**config.mk**
```make
export PLATFORM = sky130hd
export DESIGN_NAME = pll_reset_sequencer
export DESIGN_NICKNAME = d
export VERILOG_FILES = /design/src/rtl/pll_reset_sequencer.sv
export SDC_FILE = /design/constraint.sdc
export NUM_CORES = 1
export LEC_CHECK = 0
export BUFFER_PORTS_ARGS = -buffer_cell sky130_fd_sc_hd__buf_2
export CAP_MARGIN = 20
export CORE_ASPECT_RATIO = 0.6
export CORE_MARGIN = 3
export CORE_UTILIZATION = 36
export CTS_CLUSTER_DIAMETER = 80
export DETAILED_ROUTE_END_ITERATION = 6
export PLACE_DENSITY_LB_ADDON = 0.2
export SLEW_MARGIN = 20
export SYNTH_ARGS = -nofsm -noshare
export SYNTH_HDL_FRONTEND = slang
export SYNTH_SLANG_ARGS = --single-unit
export TNS_END_PERCENT = 10
```
**constraint.sdc**
```tcl
create_clock -name clk -period 3.24 [get_ports clk]
set_clock_uncertainty 0.15 [all_clocks]
set_input_delay 0.324 -clock clk [delete_from_list [all_inputs] [get_ports clk]]
set_output_delay 0.324 -clock clk [all_outputs]
set_load 0.01 [all_outputs]
```
**src/rtl/pll_reset_sequencer.sv**
```systemverilog
// pll_reset_sequencer: qualifies the raw PLL lock, then releases NUM_RESETS
// active-high domain resets one at a time (bit 0 first) with STAGE_GAP cycles
// between releases. Lock loss or a soft reset request reasserts everything.
// Optional watchdog that pulses pll_resetb low: define PLL_RESET_WATCHDOG_EN.
module pll_reset_sequencer #(
  parameter int NUM_RESETS         = 4,
  parameter int LOCK_STABLE_CYCLES = 1024,
  parameter int STAGE_GAP          = 16,
  parameter int SYNC_STAGES        = 2,
  parameter int LOSS_COUNT_WIDTH   = 8,
  parameter int WATCHDOG_BITS      = 20
) (
  input  logic                        clk,
  input  logic                        reset,
  input  logic                        pll_locked,
  input  logic                        soft_reset_req,
  output logic [NUM_RESETS-1:0]       resets_out,
  output logic                        all_released,
  output logic [LOSS_COUNT_WIDTH-1:0] lock_loss_count,
  output logic [1:0]                  seq_state,
  output logic                        pll_resetb
);

  localparam int STAB_W = (LOCK_STABLE_CYCLES > 1) ? $clog2(LOCK_STABLE_CYCLES) : 1;
  localparam int GAP_W  = (STAGE_GAP > 1) ? $clog2(STAGE_GAP) : 1;
  localparam int STG_W  = (NUM_RESETS > 1) ? $clog2(NUM_RESETS) : 1;
  localparam logic [STAB_W-1:0] STAB_LAST = STAB_W'(LOCK_STABLE_CYCLES - 1);
  localparam logic [GAP_W-1:0]  GAP_LAST  = GAP_W'(STAGE_GAP - 1);
  localparam logic [STG_W-1:0]  STG_LAST  = STG_W'(NUM_RESETS - 1);

  // Elaboration-time parameter sanity checks.
  if (SYNC_STAGES < 2) begin : g_chk_sync
    $error("SYNC_STAGES must be >= 2");
  end
  if (LOCK_STABLE_CYCLES < 1) begin : g_chk_stable
    $error("LOCK_STABLE_CYCLES must be >= 1");
  end
  if (STAGE_GAP < 1) begin : g_chk_gap
    $error("STAGE_GAP must be >= 1");
  end
  if (WATCHDOG_BITS < 1) begin : g_chk_wd
    $error("WATCHDOG_BITS must be >= 1");
  end

  typedef enum logic [1:0] {
    WAIT_LOCK = 2'd0,
    STABILISE = 2'd1,
    RELEASE   = 2'd2,
    RUN       = 2'd3
  } state_t;

  state_t                      state_q, state_d;
  logic [SYNC_STAGES-1:0]      sync_q;
  logic                        lock_s;
  logic [STAB_W-1:0]           stable_q, stable_d;
  logic [GAP_W-1:0]            gap_q, gap_d;
  logic [STG_W-1:0]            stage_q, stage_d;
  logic [NUM_RESETS-1:0]       resets_q, resets_d;
  logic                        all_rel_q, all_rel_d;
  logic [LOSS_COUNT_WIDTH-1:0] loss_q, loss_d;
  logic                        wd_hold;

  // Synchronise the asynchronous lock indication into the clk domain.
  always_ff @(posedge clk or posedge reset) begin
    if (reset) sync_q <= '0;
    else       sync_q <= {sync_q[SYNC_STAGES-2:0], pll_locked};
  end

  assign lock_s = sync_q[SYNC_STAGES-1];

  // Sequencer state and counters.
  always_ff @(posedge clk or posedge reset) begin
    if (reset) begin
      state_q   <= WAIT_LOCK;
      stable_q  <= '0;
      gap_q     <= '0;
      stage_q   <= '0;
      resets_q  <= '1;
      all_rel_q <= 1'b0;
      loss_q    <= '0;
    end else begin
      state_q   <= state_d;
      stable_q  <= stable_d;
      gap_q     <= gap_d;
      stage_q   <= stage_d;
      resets_q  <= resets_d;
      all_rel_q <= all_rel_d;
      loss_q    <= loss_d;
    end
  end

  // Next-state logic: lock qualification, staged release, lock-loss/soft-reset handling.
  always_comb begin
    state_d   = state_q;
    stable_d  = stable_q;
    gap_d     = gap_q;
    stage_d   = stage_q;
    resets_d  = resets_q;
    all_rel_d = all_rel_q;
    loss_d    = loss_q;
    case (state_q)
      WAIT_LOCK: begin
        if (lock_s) begin
          state_d  = STABILISE;
          stable_d = '0;
        end
      end
      STABILISE: begin
        if (!lock_s) begin
          state_d = WAIT_LOCK;
        end else if (stable_q == STAB_LAST) begin
          state_d = RELEASE;
          gap_d   = '0;
          stage_d = '0;
        end else begin
          stable_d = stable_q + 1'b1;
        end
      end
      RELEASE, RUN: begin
        if (!lock_s) begin
          // Lock loss has priority over a concurrent soft reset request.
          state_d   = WAIT_LOCK;
          resets_d  = '1;
          all_rel_d = 1'b0;
          if (loss_q != '1) loss_d = loss_q + 1'b1;
        end else if (soft_reset_req) begin
          state_d   = RELEASE;
          gap_d     = '0;
          stage_d   = '0;
          resets_d  = '1;
          all_rel_d = 1'b0;
        end else if (state_q == RELEASE) begin
          if (gap_q == GAP_LAST) begin
            gap_d   = '0;
            stage_d = stage_q + 1'b1;
            for (int i = 0; i < NUM_RESETS; i++) begin
              if (STG_W'(i) == stage_q) resets_d[i] = 1'b0;
            end
            if (stage_q == STG_LAST) begin
              state_d   = RUN;
              all_rel_d = 1'b1;
            end
          end else begin
            gap_d = gap_q + 1'b1;
          end
        end
      end
    endcase
    // A watchdog pulse only occurs before release, so holding WAIT_LOCK is safe.
    if (wd_hold) state_d = WAIT_LOCK;
  end

`ifdef PLL_RESET_WATCHDOG_EN
  logic [WATCHDOG_BITS-1:0] wd_q, wd_d;
  logic                     wd_pulse_q, wd_pulse_d;
  logic [3:0]               wd_pcnt_q, wd_pcnt_d;

  // Watchdog timer and 16-cycle pll_resetb pulse registers.
  always_ff @(posedge clk or posedge reset) begin
    if (reset) begin
      wd_q       <= '0;
      wd_pulse_q <= 1'b0;
      wd_pcnt_q  <= '0;
    end else begin
      wd_q       <= wd_d;
      wd_pulse_q <= wd_pulse_d;
      wd_pcnt_q  <= wd_pcnt_d;
    end
  end

  // Timer runs only while waiting for lock; wrap fires the pulse, timer frozen at 0 during it.
  always_comb begin
    wd_d       = wd_q;
    wd_pulse_d = wd_pulse_q;
    wd_pcnt_d  = wd_pcnt_q;
    if (wd_pulse_q) begin
      wd_d      = '0;
      wd_pcnt_d = wd_pcnt_q + 4'd1;
      if (wd_pcnt_q == 4'd15) wd_pulse_d = 1'b0;
    end else if (state_d == RELEASE || state_d == RUN) begin
      wd_d = '0;
    end else if (wd_q == '1) begin
      wd_d       = '0;
      wd_pulse_d = 1'b1;
      wd_pcnt_d  = '0;
    end else begin
      wd_d = wd_q + 1'b1;
    end
  end

  assign wd_hold    = wd_pulse_q;
  assign pll_resetb = ~wd_pulse_q;
`else
  assign wd_hold    = 1'b0;
  assign pll_resetb = 1'b1;
`endif

  assign resets_out      = resets_q;
  assign all_released    = all_rel_q;
  assign lock_loss_count = loss_q;
  assign seq_state       = state_q;

endmodule

```
# Word-level counts from Yosys, hierarchy flattened
# Index checks and enable logic that the tools add are counted.
# classes
n_addsub	4
eq_ne	28
n_mux	40
bitwise	1
n_reduce_logical	15
# op_table
op	n
$mux W4	10
$mux W10	3
$mux W2	14
$reduce_and A4 Y1	6
$ne A3 B2 Y1 const B	7
$pmux W10 S2	1
$ne A4 B4 Y1 const B	3
$add A10 B1 Y10 const B	1
$eq A10 B10 Y1 const B	1
$ne A2 B2 Y1 const B	5
$reduce_and A5 Y1	2
$mux W1	9
$ne A3 B3 Y1 const B	3
$add A8 B1 Y8 const B	1
$ne A8 B8 Y1 const B	1
$pmux W4 S2	1
$eq A2 B2 Y1 const B	3
$pmux W2 S3	1
$reduce_and A6 Y1	1
$add A4 B1 Y4 const B	1
$eq A2 B2 Y1 const A	2
$eq A4 B4 Y1 const B	1
$logic_not A2 Y1	2
$pmux W2 S2	1
7 further kinds	8
# totals
reg_bits	33
input_bits	4
out_inout_bits	16
elab_cells	99

# Logic depth before layout (Yosys ltp)
# Gate-level depths: netlist (run 1).
# logic_depth
ltp_word	7
depth_mapped	6
mapped_depth_nobuf	5

# Worst setup path after synthesis (run 1)
# No wires, ideal clock.
# synth_path
path_kind	reg-to-reg
start	register stable_q[0]
end	register stable_q[6]
setup_ps	78
arrival_time_ps	1596
required_time_ps	3012
slack_ps	1416
stages_incl_launch_ff	7
path_buffers	1
synth_period_minus_slack_ps	1824
path_cell_list	dfrtp_1 > ha_1 > and3_4 > and3_4 > buf_6 > or4_1 > a21oi_1
# synth_between
elab_chain_len	4
elab_cells_between_ends	7
classes_between	1 x add/sub; 2 x eq/ne; 3 x mux; 1 x reduce/logical
# synth_rtl
element	line_no	text
from (decl)	55	logic [STAB_W-1:0] stable_q, stable_d;
from (signal assigned)	83	stable_q <= stable_d;
$add A10 B1 Y10	116	stable_d = stable_q + 1'b1;
$mux W10	111	end else if (stable_q == STAB_LAST) begin
$mux W10	109	if (!lock_s) begin
$pmux W10 S2	101	case (state_q)
# Several ways; a longest one is shown, not always the timed one. The select of a mux whose other input is x is not followed.
# A chain may end at the register's enable or synchronous reset.

# Final worst setup path (run 1)
# layout_path
start	register state_q[1] (netlist: seq_state[1])
end	register resets_q[1] (netlist: resets_out[1])
# layout_between
elab_chain_len	3
elab_cells_between_ends	5
classes_between	3 x eq/ne; 2 x reduce/logical
# layout_rtl
element	line_no	text
from (decl)	52	state_t state_q, state_d;
from (signal assigned)	82	state_q <= state_d;
$eq A2 B2 Y1 (on tied branches)	101, 132	
$ne A3 B2 Y1 (no source line) or $reduce_or A2 Y1 (tied branches)	-	
$reduce_and A4 Y1 (no source line) (*)	-	
to (signal assigned)	86	resets_q <= resets_d;
to (decl)	58	logic [NUM_RESETS-1:0] resets_q, resets_d;
# Every way passes the cells marked *; elsewhere a longest branch is shown, timed or not.

==> results of run 1 <==
[kinds of logic (layout without fill, tap and decap cells)]
kind of cell | after synthesis | in the layout | synth area share [%]
muxes | 3 | 3 | 1.85
AOI/OAI and AO/OA | 39 | 39 | 14.9
and+or+nand+nor | 57 | 57 | 20.2
xor gates and xnor gates | 8 | 8 | 4.14
buffers and inverters | 16 | 40 | 4.51
other | 1 | 1 | 0.222
DFF | 33 | 33 | 49.1
adders and majority gates | 7 | 7 | 5.17
[stage by stage]
stage	instances	total power [mW]	instance area (sq um)	hold WS, ns
after detailed placement	238	0.468	1830	0.186
final	248	0.753	1930	0.198
after floorplan	164	0.459	1690	0.181
after global placement	238	0.467	1830	0.194
after CTS	248	0.765	1930	0.201
after global routing	248	0.793	1930	0.211
[cell usage after synthesis (5+ instances only)]
master,instances
sky130_fd_sc_hd__nor2_1,7
sky130_fd_sc_hd__inv_1,11
sky130_fd_sc_hd__dfrtp_1,29
sky130_fd_sc_hd__nor3_1,5
sky130_fd_sc_hd__xnor2_1,7
sky130_fd_sc_hd__nand2_1,15
sky130_fd_sc_hd__nand3_1,7
sky130_fd_sc_hd__o21ai_0,5
sky130_fd_sc_hd__ha_1,7
sky130_fd_sc_hd__a21oi_1,9
sky130_fd_sc_hd__a31oi_1,6
[cell type report]
type	instances	area share, %
inverter	11	2.14
clock buffer	6	3.75
tap	60	3.88
timing repair buffer	21	6.08
clock inverter	2	0.518
multi-input combinational	115	40.6
sequential	33	43.0
[how the worst max path moves through the flow]
stage	to	slack (ns)	start	cells after the start
2_1_floorplan	stable_q[6]$_DFFE_PP0P_	1.42	stable_q[0]$_DFFE_PP0P_	6
3_3_place_gp	stable_q[8]$_DFFE_PP0P_	1.38	sync_q[1]$_DFF_PP0_	4
3_5_place_dp	stable_q[6]$_DFFE_PP0P_	1.35	sync_q[1]$_DFF_PP0_	4
4_1_cts	resets_out[0]$_DFFE_PP1P_	1.36	seq_state[1]$_DFFE_PP0P_	4
5_1_grt	resets_out[1]$_DFFE_PP1P_	1.19	seq_state[1]$_DFFE_PP0P_	4
6_report	resets_out[1]$_DFFE_PP1P_	1.35	seq_state[1]$_DFFE_PP0P_	4
[sequential cells by signal (all words and copies together) (netlist names)]
| name | count |
|---|---|
| lock_loss_count | 8 |
| gap_q | 4 |
| sync_q | 2 |
| resets_out | 4 |
| stage_q | 2 |
| stable_q | 10 |
| all_released | 1 |
| seq_state | 2 |
[per-layer routing]
| metal | vias to the layer above | wire length (microns) | track usage, % | share of wire [%] |
|---|---|---|---|---|
| met2 | 25 | 1310 | 15.7 | 39 |
| met4 | 0 | 33 | 3.70 | 0.97 |
| met3 | 5 | 155 | 4.19 | 4.6 |
| met5 | - | 0 | 0 | 0 |
| li1 | 637 | - | - | - |
| met1 | 607 | 1900 | 22.0 | 56 |
[power by group]
group / internal [mW] / switching [mW] / leakage, nW
clock: 0.149 / 0.143 / 0.0450
combinational: 0.0124 / 0.0191 / 0.394
sequential: 0.419 / 0.0112 / 0.438
[placed cells by master (no fill, tap or decap), types with 2 or more instances in the layout]
| cell | instances |
|---|---|
| sky130_fd_sc_hd__dfrtp_1 | 29 |
| sky130_fd_sc_hd__clkbuf_8 | 5 |
| sky130_fd_sc_hd__a21o_1 | 4 |
| sky130_fd_sc_hd__a31oi_1 | 6 |
| sky130_fd_sc_hd__nand2_1 | 15 |
| sky130_fd_sc_hd__a21oi_1 | 9 |
| sky130_fd_sc_hd__nor3_1 | 5 |
| sky130_fd_sc_hd__nor2_1 | 7 |
| sky130_fd_sc_hd__and3_4 | 3 |
| sky130_fd_sc_hd__buf_2 | 18 |
| sky130_fd_sc_hd__ha_1 | 7 |
| sky130_fd_sc_hd__nand2b_1 | 2 |
| sky130_fd_sc_hd__nand3_1 | 7 |
| sky130_fd_sc_hd__clkinv_2 | 2 |
| sky130_fd_sc_hd__xnor2_1 | 7 |
| sky130_fd_sc_hd__o21ai_0 | 5 |
| sky130_fd_sc_hd__o22ai_1 | 4 |
| sky130_fd_sc_hd__a211oi_1 | 2 |
| sky130_fd_sc_hd__a21boi_0 | 2 |
| sky130_fd_sc_hd__dlygate4sd3_1 | 2 |
| sky130_fd_sc_hd__mux2i_1 | 2 |
| sky130_fd_sc_hd__and3_1 | 3 |
| sky130_fd_sc_hd__dfstp_2 | 4 |
| sky130_fd_sc_hd__inv_1 | 11 |
==> impl_metrics.env, run 1 <==
export IMPL_fmaxAchievable_mhz=530
export IMPL_run_status="complete, no violations"
export IMPL_final_antenna_net_count=0
export IMPL_global_route_usage_total_pct=13.3
export IMPL_final_core_utilization_pct=44.9
export IMPL_root_buffer="sky130_fd_sc_hd__clkbuf_8"
export IMPL_fillers=418
export IMPL_ctsHtreeMaxLevel=2
export IMPL_cts_tree="done"
export IMPL_max_clock_path_buffers=2
export IMPL_power_per_cell_area_mw_per_mm2=390
export IMPL_numPortBuffers=18
export IMPL_gr_total_overflow=0
export IMPL_worstReg2RegStart="seq_state[1]$_DFFE_PP0P_"
export IMPL_worst_r2r_cell_count=4
export IMPL_cts_sinks=33
export IMPL_placeableCoreArea_sq_mm=0.00430
export IMPL_synth_largest_type_area_fraction_pct=42.9
export IMPL_critical_path_fanout_max=14
export IMPL_slowest_stage="sky130_fd_sc_hd__dfrtp_1"
export IMPL_insertion_delay_ns=0.28
export IMPL_antenna_violations_before_repair=0
export IMPL_postSynthCellCount=164
export IMPL_post_cts_resized_instances=0
export IMPL_whs_endpoint="sync_q[1]$_DFF_PP0_"
export IMPL_row_count=18
export IMPL_drive_gt1_share_pct=19.7
export IMPL_final_period_utilization_pct=58.2
export IMPL_slowest_delay_ns=0.62
export IMPL_post_cts_setup_buffers=0
export IMPL_grt_setup_unrepaired="no"
export IMPL_worstHoldStart="sync_q[0]$_DFF_PP0_"
export IMPL_post_route_min_period_ns=1.89
export IMPL_gp_congestion=0.804
export IMPL_insertedDiodeCount=0
export IMPL_fp_dieW_microns=94.5
export IMPL_syn_area_sq_mm=0.00169
export IMPL_cp_end_kind="register"
export IMPL_regToRegSetupSlack_ns=1.35
export IMPL_die_area_sq_mm=0.00559
export IMPL_worstHoldPathType="reg2reg"
export IMPL_dp_final_hpwl_microns=2490
export IMPL_top_cell_family_by_delay_on_the_critical_path="simple AND/OR/NAND/NOR gates"
export IMPL_yosys_warnings=0
export IMPL_synthFlopType="sky130_fd_sc_hd__dfrtp_1"
export IMPL_critPathBufInv=1
export IMPL_dp_slack_ns=1.35
export IMPL_worstSetupStartpointType="register"
export IMPL_timing_worst_setup_path_type="reg2reg"
export IMPL_synth_top_cells_by_area="sky130_fd_sc_hd__dfrtp_1 (43%), sky130_fd_sc_hd__dfstp_2 (6.2%), sky130_fd_sc_hd__ha_1 (5.2%), sky130_fd_sc_hd__xnor2_1 (3.6%), sky130_fd_sc_hd__nand2_1 (3.3%)"
export IMPL_detail_route_first_pass_iterations=5
export IMPL_max_slew_worst_pin_slew_ns=0.593
export IMPL_number_of_synthesized_flops_with_an_enable_pin=0
export IMPL_holdBufCountCts=2
export IMPL_initialDrtViolationCount=109
export IMPL_sequential_cell_area_in_the_final_layout_sq_um=831
export IMPL_effective_utilization_at_floorplan_pct=39.4
export IMPL_max_vdd_ir_drop_mv=0.214
export IMPL_setup_tns_final_ns=0
export IMPL_setup_viol=0
export IMPL_drc_violations=0
export IMPL_worst_setup_hold_path_clk_slew_ns=0.07
export IMPL_cp_required_ns=3.31
export IMPL_post_layout_net_count=198
export IMPL_ys_ff_latch=33
export IMPL_finalHoldViolCount=0
export IMPL_critical_path_cell_chain="inv_1 > nor3_1 > nand2_1 > a21o_1"
export IMPL_yosys_area_top_type="sky130_fd_sc_hd__dfrtp_1"
export IMPL_maxCapViolations=0
export IMPL_ys_async_rst_share_pct=100
export IMPL_routed_via_density=5.14
export IMPL_postRouteWirelength_microns=3400
export IMPL_numCtsBuffers=5
export IMPL_areaGrowthSynthToFinish_pct=14.2
export IMPL_timing_slew_headroom_pct=60.2
export IMPL_grt_max_degree=34
export IMPL_floorplan_die_height_microns=59.1
export IMPL_critical_path_arrival_ns=1.95
export IMPL_rr_endpoint="resets_out[1]$_DFFE_PP1P_"
export IMPL_maxSlewViolCount=0
export IMPL_hold_path_depth=0
export IMPL_drt_wirelength_per_cell_microns=13.7
export IMPL_p_leak_nw=0.877
export IMPL_grt_pass1_vias=1141
export IMPL_num_vias=1274
export IMPL_grt_first_pass_wirelength_microns=5620
export IMPL_synth_yosys_seq_area_share_pct=49.1
export IMPL_avgSynthCellArea_sq_um=10.3
export IMPL_multiInputGateArea_sq_um=786
export IMPL_synth_fp_nets=175
export IMPL_floorplan_io_pins=20
export IMPL_synthDistinctLibCells=49
export IMPL_finalWorstSetupSlack_ns=1.35
Power figures use the tool's default switching activity.
==> run 2, diff against run 1 <==
==> constraint.sdc (replaced) <==
create_clock -name clk -period 1.9 [get_ports clk]
set_clock_uncertainty 0.15 [all_clocks]
set_input_delay 0.19 -clock clk [delete_from_list [all_inputs] [get_ports clk]]
set_output_delay 0.19 -clock clk [all_outputs]
set_load 0.01 [all_outputs]
==> run 2 against run 1 <==
Register-to-register slack lost 1.3 ns. Routed wire length rose by 1.9%. Sequential cell count stayed put. First-iteration DRC count decreased by 16%. Critical endpoint is now stable_q[6]$_DFFE_PP0P_. Largest cell class unchanged.
==> impl_metrics.env, run 2 (synthesis results as in run 1) <==
export IMPL_post_layout_net_count=206
export IMPL_grt_pass1_vias=1153
export IMPL_finalHoldViolCount=0
export IMPL_areaGrowthSynthToFinish_pct=17.8
export IMPL_routed_via_density=5.05
export IMPL_drc_violations=0
export IMPL_floorplan_io_pins=20
export IMPL_grt_setup_unrepaired="no"
export IMPL_numCtsBuffers=5
export IMPL_cts_tree="done"
export IMPL_critical_path_arrival_ns=1.87
export IMPL_postRouteWirelength_microns=3470
export IMPL_cp_required_ns=1.95
export IMPL_setup_viol=0
export IMPL_cp_end_kind="register"
export IMPL_swShare_pct=23.7
export IMPL_num_vias=1292
export IMPL_drive_gt1_share_pct=23.5
export IMPL_worst_setup_hold_path_clk_slew_ns=0.07
export IMPL_gr_total_overflow=0
export IMPL_most_common_cell_after_layout_fill_and_taps_aside="sky130_fd_sc_hd__dfrtp_1"
export IMPL_gp_congestion=0.842
export IMPL_detail_route_first_pass_iterations=4
export IMPL_effective_utilization_at_floorplan_pct=39.4
export IMPL_insertedDiodeCount=0
export IMPL_root_buffer="sky130_fd_sc_hd__clkbuf_8"
export IMPL_worstHoldStart="soft_reset_req"
export IMPL_run_status="complete, no violations"
export IMPL_mostFrequentLayoutCells="sky130_fd_sc_hd__dfrtp_1 (29), sky130_fd_sc_hd__buf_2 (18), sky130_fd_sc_hd__nand2_1 (15), sky130_fd_sc_hd__inv_1 (11)"
export IMPL_dp_final_hpwl_microns=2560
export IMPL_post_route_min_period_ns=1.82
export IMPL_setup_worst_path_start="stable_q[1]$_DFFE_PP0P_"
export IMPL_die_area_sq_mm=0.00559
export IMPL_worstReg2RegStart="stable_q[1]$_DFFE_PP0P_"
export IMPL_maxSlewViolCount=0
export IMPL_worstHoldPathType="in2reg"
export IMPL_maxCapViolations=0
export IMPL_finish_cell_count_without_fillers=256
export IMPL_max_clock_path_buffers=2
export IMPL_power_per_cell_area_mw_per_mm2=657
export IMPL_power_frac_seq_pct=55.5
export IMPL_pwr_share_comb_pct=5.6
export IMPL_clockPowerShare_pct=38.9
export IMPL_regToRegSetupSlack_ns=0.08
export IMPL_net_switching_power_mw=0.310
export IMPL_placeableCoreArea_sq_mm=0.00430
export IMPL_ctsHtreeMaxLevel=2
export IMPL_final_period_utilization_pct=95.7
export IMPL_max_flop_register="stable_q"
export IMPL_critical_path_fanout_max=10
export IMPL_drt_wirelength_per_cell_microns=13.5
export IMPL_final_antenna_net_count=0
export IMPL_global_route_usage_total_pct=14.1
export IMPL_fmaxAchievable_mhz=550
export IMPL_cts_sinks=33
export IMPL_largest_register_ffs=10
export IMPL_worstSetupStartpointType="register"
export IMPL_placedCellCount=244
export IMPL_row_count=18
export IMPL_timing_worst_setup_path_type="reg2reg"
export IMPL_p_leak_nw=0.916
export IMPL_insertion_delay_ns=0.29
export IMPL_grt_max_degree=34
export IMPL_numPortBuffers=18
export IMPL_internal_power_mw=1.00
export IMPL_grt_first_pass_wirelength_microns=5820
export IMPL_max_vdd_ir_drop_mv=0.341
export IMPL_floorplan_die_height_microns=59.1
export IMPL_antenna_violations_before_repair=0
export IMPL_initialDrtViolationCount=92
export IMPL_setup_tns_final_ns=0
export IMPL_fp_dieW_microns=94.5
run 2: cell types whose count changed in the layout (fill, tap and decap cells not counted):
cell | before | now
sky130_fd_sc_hd__buf_4 | 1 | 9
sky130_fd_sc_hd__and3b_1 | 1 | 0
sky130_fd_sc_hd__and3b_2 | 0 | 1
run 2: final timing paths:
path / to / cells past startpoint
setup / recovery: stable_q[6]$_DFFE_PP0P_ / 5
hold / removal: gap_q[1]$_DFFE_PP0P_ / 4
setup reg to reg: stable_q[6]$_DFFE_PP0P_ / 5
hold reg to reg: sync_q[1]$_DFF_PP0_ / 0
max in group asynchronous: resets_out[3]$_DFFE_PP1P_ / 4
min in group asynchronous: seq_state[0]$_DFFE_PP0P_ / 4
run 2: cell type report:
| cell class | count | area, sq um |
|---|---|---|
| Timing Repair Buffer | 29 | 178 |
| Clock buffer | 6 | 72.6 |
| Inverter | 11 | 41.3 |
| Sequential cell | 33 | 831 |
| Multi-Input combinational cell | 115 | 787 |
| Clock inverter | 2 | 10.0 |
| Tap cell | 60 | 75.1 |
| Fill cell | 392 | 2310 |
run 2: per-stage QoR:
step / instance area (sq um) / util [%] / setup slack [ns] / hold WS [ns] / total power [mW]
floorplan: 1690 / - / 0.0763 / 0.0714 / 0.782
global placement: 1880 / 43.6 / 0.139 / 0.143 / 0.800
detailed placement: 1880 / 43.6 / 0.0516 / 0.150 / 0.803
CTS: 1980 / 46.0 / 0.0409 / 0.134 / 1.32
global route: 1990 / 46.4 / 0.000120 / 0.170 / 1.37
finish: 1990 / 46.4 / 0.0808 / 0.146 / 1.31
run 2: routing by layer:
layer | vias up | part of all wire (%) | track usage, %
met5 | - | 0 | 0
li1 | 647 | - | -
met2 | 26 | 37 | 16.6
met4 | 0 | 1.3 | 6.16
met3 | 4 | 5.0 | 5.20
met1 | 615 | 56 | 21.9
run 2: power groups by stage:
stage	Combinational (mW)	Clock (mW)	Sequential [mW]
floorplan	0.0434	0	0.739
global placement	0.0580	0	0.742
detailed placement	0.0598	0	0.743
CTS	0.0630	0.523	0.730
global route	0.0830	0.562	0.728
finish	0.0732	0.509	0.728
run 2: what timing repair did:
item / 4_1_cts / 5_1_grt
endpoints found under the hold margin: 30 / 0
endpoints found under the setup margin: 0 / 3
buffers inserted: 0 / 2
gates resized for setup: 0 / 1
hold buffers: 2 / 0
run 2: worst max-delay path: stages, from the launching register on:
cell	delay (ns)
sky130_fd_sc_hd__dfrtp_1	0.41
sky130_fd_sc_hd__ha_1	0.20
sky130_fd_sc_hd__and3_4	0.19
sky130_fd_sc_hd__and3_4	0.20
sky130_fd_sc_hd__or4_1	0.40
sky130_fd_sc_hd__a21oi_1	0.19
==> run 3, diff against run 2 <==
--- a/config.mk
+++ b/config.mk
@@ -13,6 +13,7 @@
 export CTS_CLUSTER_DIAMETER = 80
 export DETAILED_ROUTE_END_ITERATION = 6
 export PLACE_DENSITY_LB_ADDON = 0.2
+export REMOVE_ABC_BUFFERS = 1
 export SLEW_MARGIN = 20
 export SYNTH_ARGS = -nofsm -noshare
 export SYNTH_HDL_FRONTEND = slang
==> run 3 against run 2 <==
Critical path depth stayed put. Sequential share of layout area decreased by 0.41 points. Non-clock buffer count fell by 1. Total power grew 1.9%. Sequential cell count unchanged. Sequential power about the same. Cell count fell by 0.39%. Combinational power down 7.5%.
==> impl_metrics.env, run 3 (synthesis results as in run 1) <==
export IMPL_dp_final_hpwl_microns=2600
export IMPL_net_switching_power_mw=0.297
export IMPL_post_route_min_period_ns=1.81
export IMPL_worst_r2r_cell_count=5
export IMPL_drt_wirelength_per_cell_microns=14.2
export IMPL_grt_first_pass_wirelength_microns=5870
export IMPL_grt_pass1_vias=1233
export IMPL_postRouteWirelength_microns=3610
export IMPL_routed_wl_met2_microns=1480
export IMPL_insertedDiodeCount=0
export IMPL_effective_utilization_at_floorplan_pct=39.4
export IMPL_final_antenna_net_count=0
export IMPL_run_status="complete, no violations"
export IMPL_critical_path_fanout_max=10
export IMPL_whs_endpoint="gap_q[1]$_DFFE_PP0P_"
export IMPL_pwr_share_comb_pct=5.1
export IMPL_detail_route_first_pass_iterations=4
export IMPL_finalWorstSetupSlack_ns=0.0864
export IMPL_route_top_layer_used="met4"
export IMPL_met1_length_microns=1890
export IMPL_placedCellCount=245
export IMPL_fmaxAchievable_mhz=551
export IMPL_cp_end_kind="register"
export IMPL_areaGrowthSynthToFinish_pct=19.0
export IMPL_rr_endpoint="stable_q[6]$_DFFE_PP0P_"
export IMPL_max_clock_path_buffers=2
export IMPL_fin_hold_ws_ns=0.160
export IMPL_internal_power_mw=1.04
export IMPL_numCtsBuffers=5
export IMPL_post_cts_setup_buffers=0
export IMPL_max_flop_register="stable_q"
export IMPL_max_vdd_ir_drop_mv=0.237
export IMPL_power_frac_seq_pct=54.7
export IMPL_die_area_sq_mm=0.00559
export IMPL_wl_met3_microns=237
export IMPL_gp_congestion=0.820
export IMPL_critical_path_arrival_ns=1.87
export IMPL_final_period_utilization_pct=95.5
export IMPL_antenna_violations_before_repair=0
export IMPL_initialDrtViolationCount=67
export IMPL_dp_slack_ns=0.0777
export IMPL_worstSetupStartpointType="register"
export IMPL_global_route_usage_total_pct=13.9
export IMPL_largest_register_ffs=10
export IMPL_swShare_pct=22.2
export IMPL_fp_dieW_microns=94.5
export IMPL_maxSlewViolCount=0
export IMPL_power_per_cell_area_mw_per_mm2=663
export IMPL_drive_gt1_share_pct=24.6
export IMPL_num_vias=1310
export IMPL_mostFrequentLayoutCells="sky130_fd_sc_hd__dfrtp_1 (29), sky130_fd_sc_hd__buf_2 (18), sky130_fd_sc_hd__nand2_1 (15), sky130_fd_sc_hd__inv_1 (11), sky130_fd_sc_hd__a21oi_1 (9)"
export IMPL_ctsHtreeMaxLevel=2
export IMPL_setup_viol=0
export IMPL_placeableCoreArea_sq_mm=0.00430
export IMPL_post_layout_net_count=205
export IMPL_insertion_delay_ns=0.28
export IMPL_worstReg2RegStart="stable_q[0]$_DFFE_PP0P_"
export IMPL_timing_worst_setup_path_type="reg2reg"
export IMPL_cts_sinks=33
export IMPL_finish_cell_count_without_fillers=255
export IMPL_numPortBuffers=18
export IMPL_gr_total_overflow=0
export IMPL_finalHoldViolCount=0
export IMPL_grt_max_degree=34
export IMPL_floorplan_die_height_microns=59.1
export IMPL_cp_required_ns=1.96
export IMPL_maxCapViolations=0
export IMPL_routed_via_density=5.14
export IMPL_floorplan_io_pins=20
export IMPL_hold_path_depth=4
export IMPL_worstHoldPathType="in2reg"
export IMPL_most_common_cell_after_layout_fill_and_taps_aside="sky130_fd_sc_hd__dfrtp_1"
export IMPL_clockPowerShare_pct=40.2
export IMPL_drc_violations=0
export IMPL_grt_setup_unrepaired="yes"
export IMPL_worst_setup_hold_path_clk_slew_ns=0.06
export IMPL_row_count=18
export IMPL_cts_tree="done"
export IMPL_p_leak_nw=0.912
export IMPL_worstHoldStart="soft_reset_req"
export IMPL_regToRegSetupSlack_ns=0.09
export IMPL_root_buffer="sky130_fd_sc_hd__clkbuf_8"
run 3: timing repair:
action                                 4_1_cts  5_1_grt
endpoints found under the hold margin       30        0
setup endpoints to repair                    0        8
hold buffers                                 2        0
gates resized for setup                      0        5
run 3: how the worst max path moves through the flow:
stage	start	cells after the start	slack (ns)	end
finish	stable_q[0]$_DFFE_PP0P_	5	0.09	stable_q[6]$_DFFE_PP0P_
detailed placement	stable_q[0]$_DFFE_PP0P_	5	0.08	stable_q[8]$_DFFE_PP0P_
global route	stable_q[0]$_DFFE_PP0P_	5	-0.04	stable_q[6]$_DFFE_PP0P_
floorplan	stable_q[0]$_DFFE_PP0P_	5	0.17	stable_q[6]$_DFFE_PP0P_
CTS	stable_q[0]$_DFFE_PP0P_	5	0.06	stable_q[8]$_DFFE_PP0P_
global placement	stable_q[0]$_DFFE_PP0P_	5	0.11	stable_q[8]$_DFFE_PP0P_
run 3: critical path: stages (launching register included):
cell,delay (ns)
sky130_fd_sc_hd__dfrtp_1,0.43
sky130_fd_sc_hd__ha_1,0.23
sky130_fd_sc_hd__and3_4,0.19
sky130_fd_sc_hd__and3_4,0.20
sky130_fd_sc_hd__or4_1,0.39
sky130_fd_sc_hd__a21oi_1,0.14
run 3: layout make-up:
class,instances,area (sq um)
clock buffer,8,90.1
multi-input combinational,115,807
timing repair buffer,28,170
fill,397,2290
tap,60,75.1
sequential,33,831
inverter,11,41.3
run 3: metal layers:
layer | up-vias | track usage [%]
li1 | 649 | -
met1 | 616 | 20.7
met2 | 43 | 19.3
met3 | 2 | 4.31
met4 | 0 | 4.11
met5 | - | 0
run 3: power groups by stage:
stage / combinational, mW / sequential (mW) / clock [mW]
after floorplan: 0.0358 / 0.743 / 0
after global placement: 0.0628 / 0.742 / 0
after detailed placement: 0.0648 / 0.743 / 0
after CTS: 0.0678 / 0.730 / 0.555
after global routing: 0.0775 / 0.732 / 0.581
final: 0.0677 / 0.730 / 0.537
run 3: per-stage QoR:
stage / setup TNS (ns) / utilization [%] / power, mW / area [sq um]
floorplan: 0 / - / 0.778 / 1660
global placement: 0 / 43.8 / 0.804 / 1880
detailed placement: 0 / 43.8 / 0.808 / 1880
CTS: 0 / 46.3 / 1.35 / 1990
global route: -0.0429 / 46.8 / 1.39 / 2010
finish: 0 / 46.8 / 1.33 / 2010
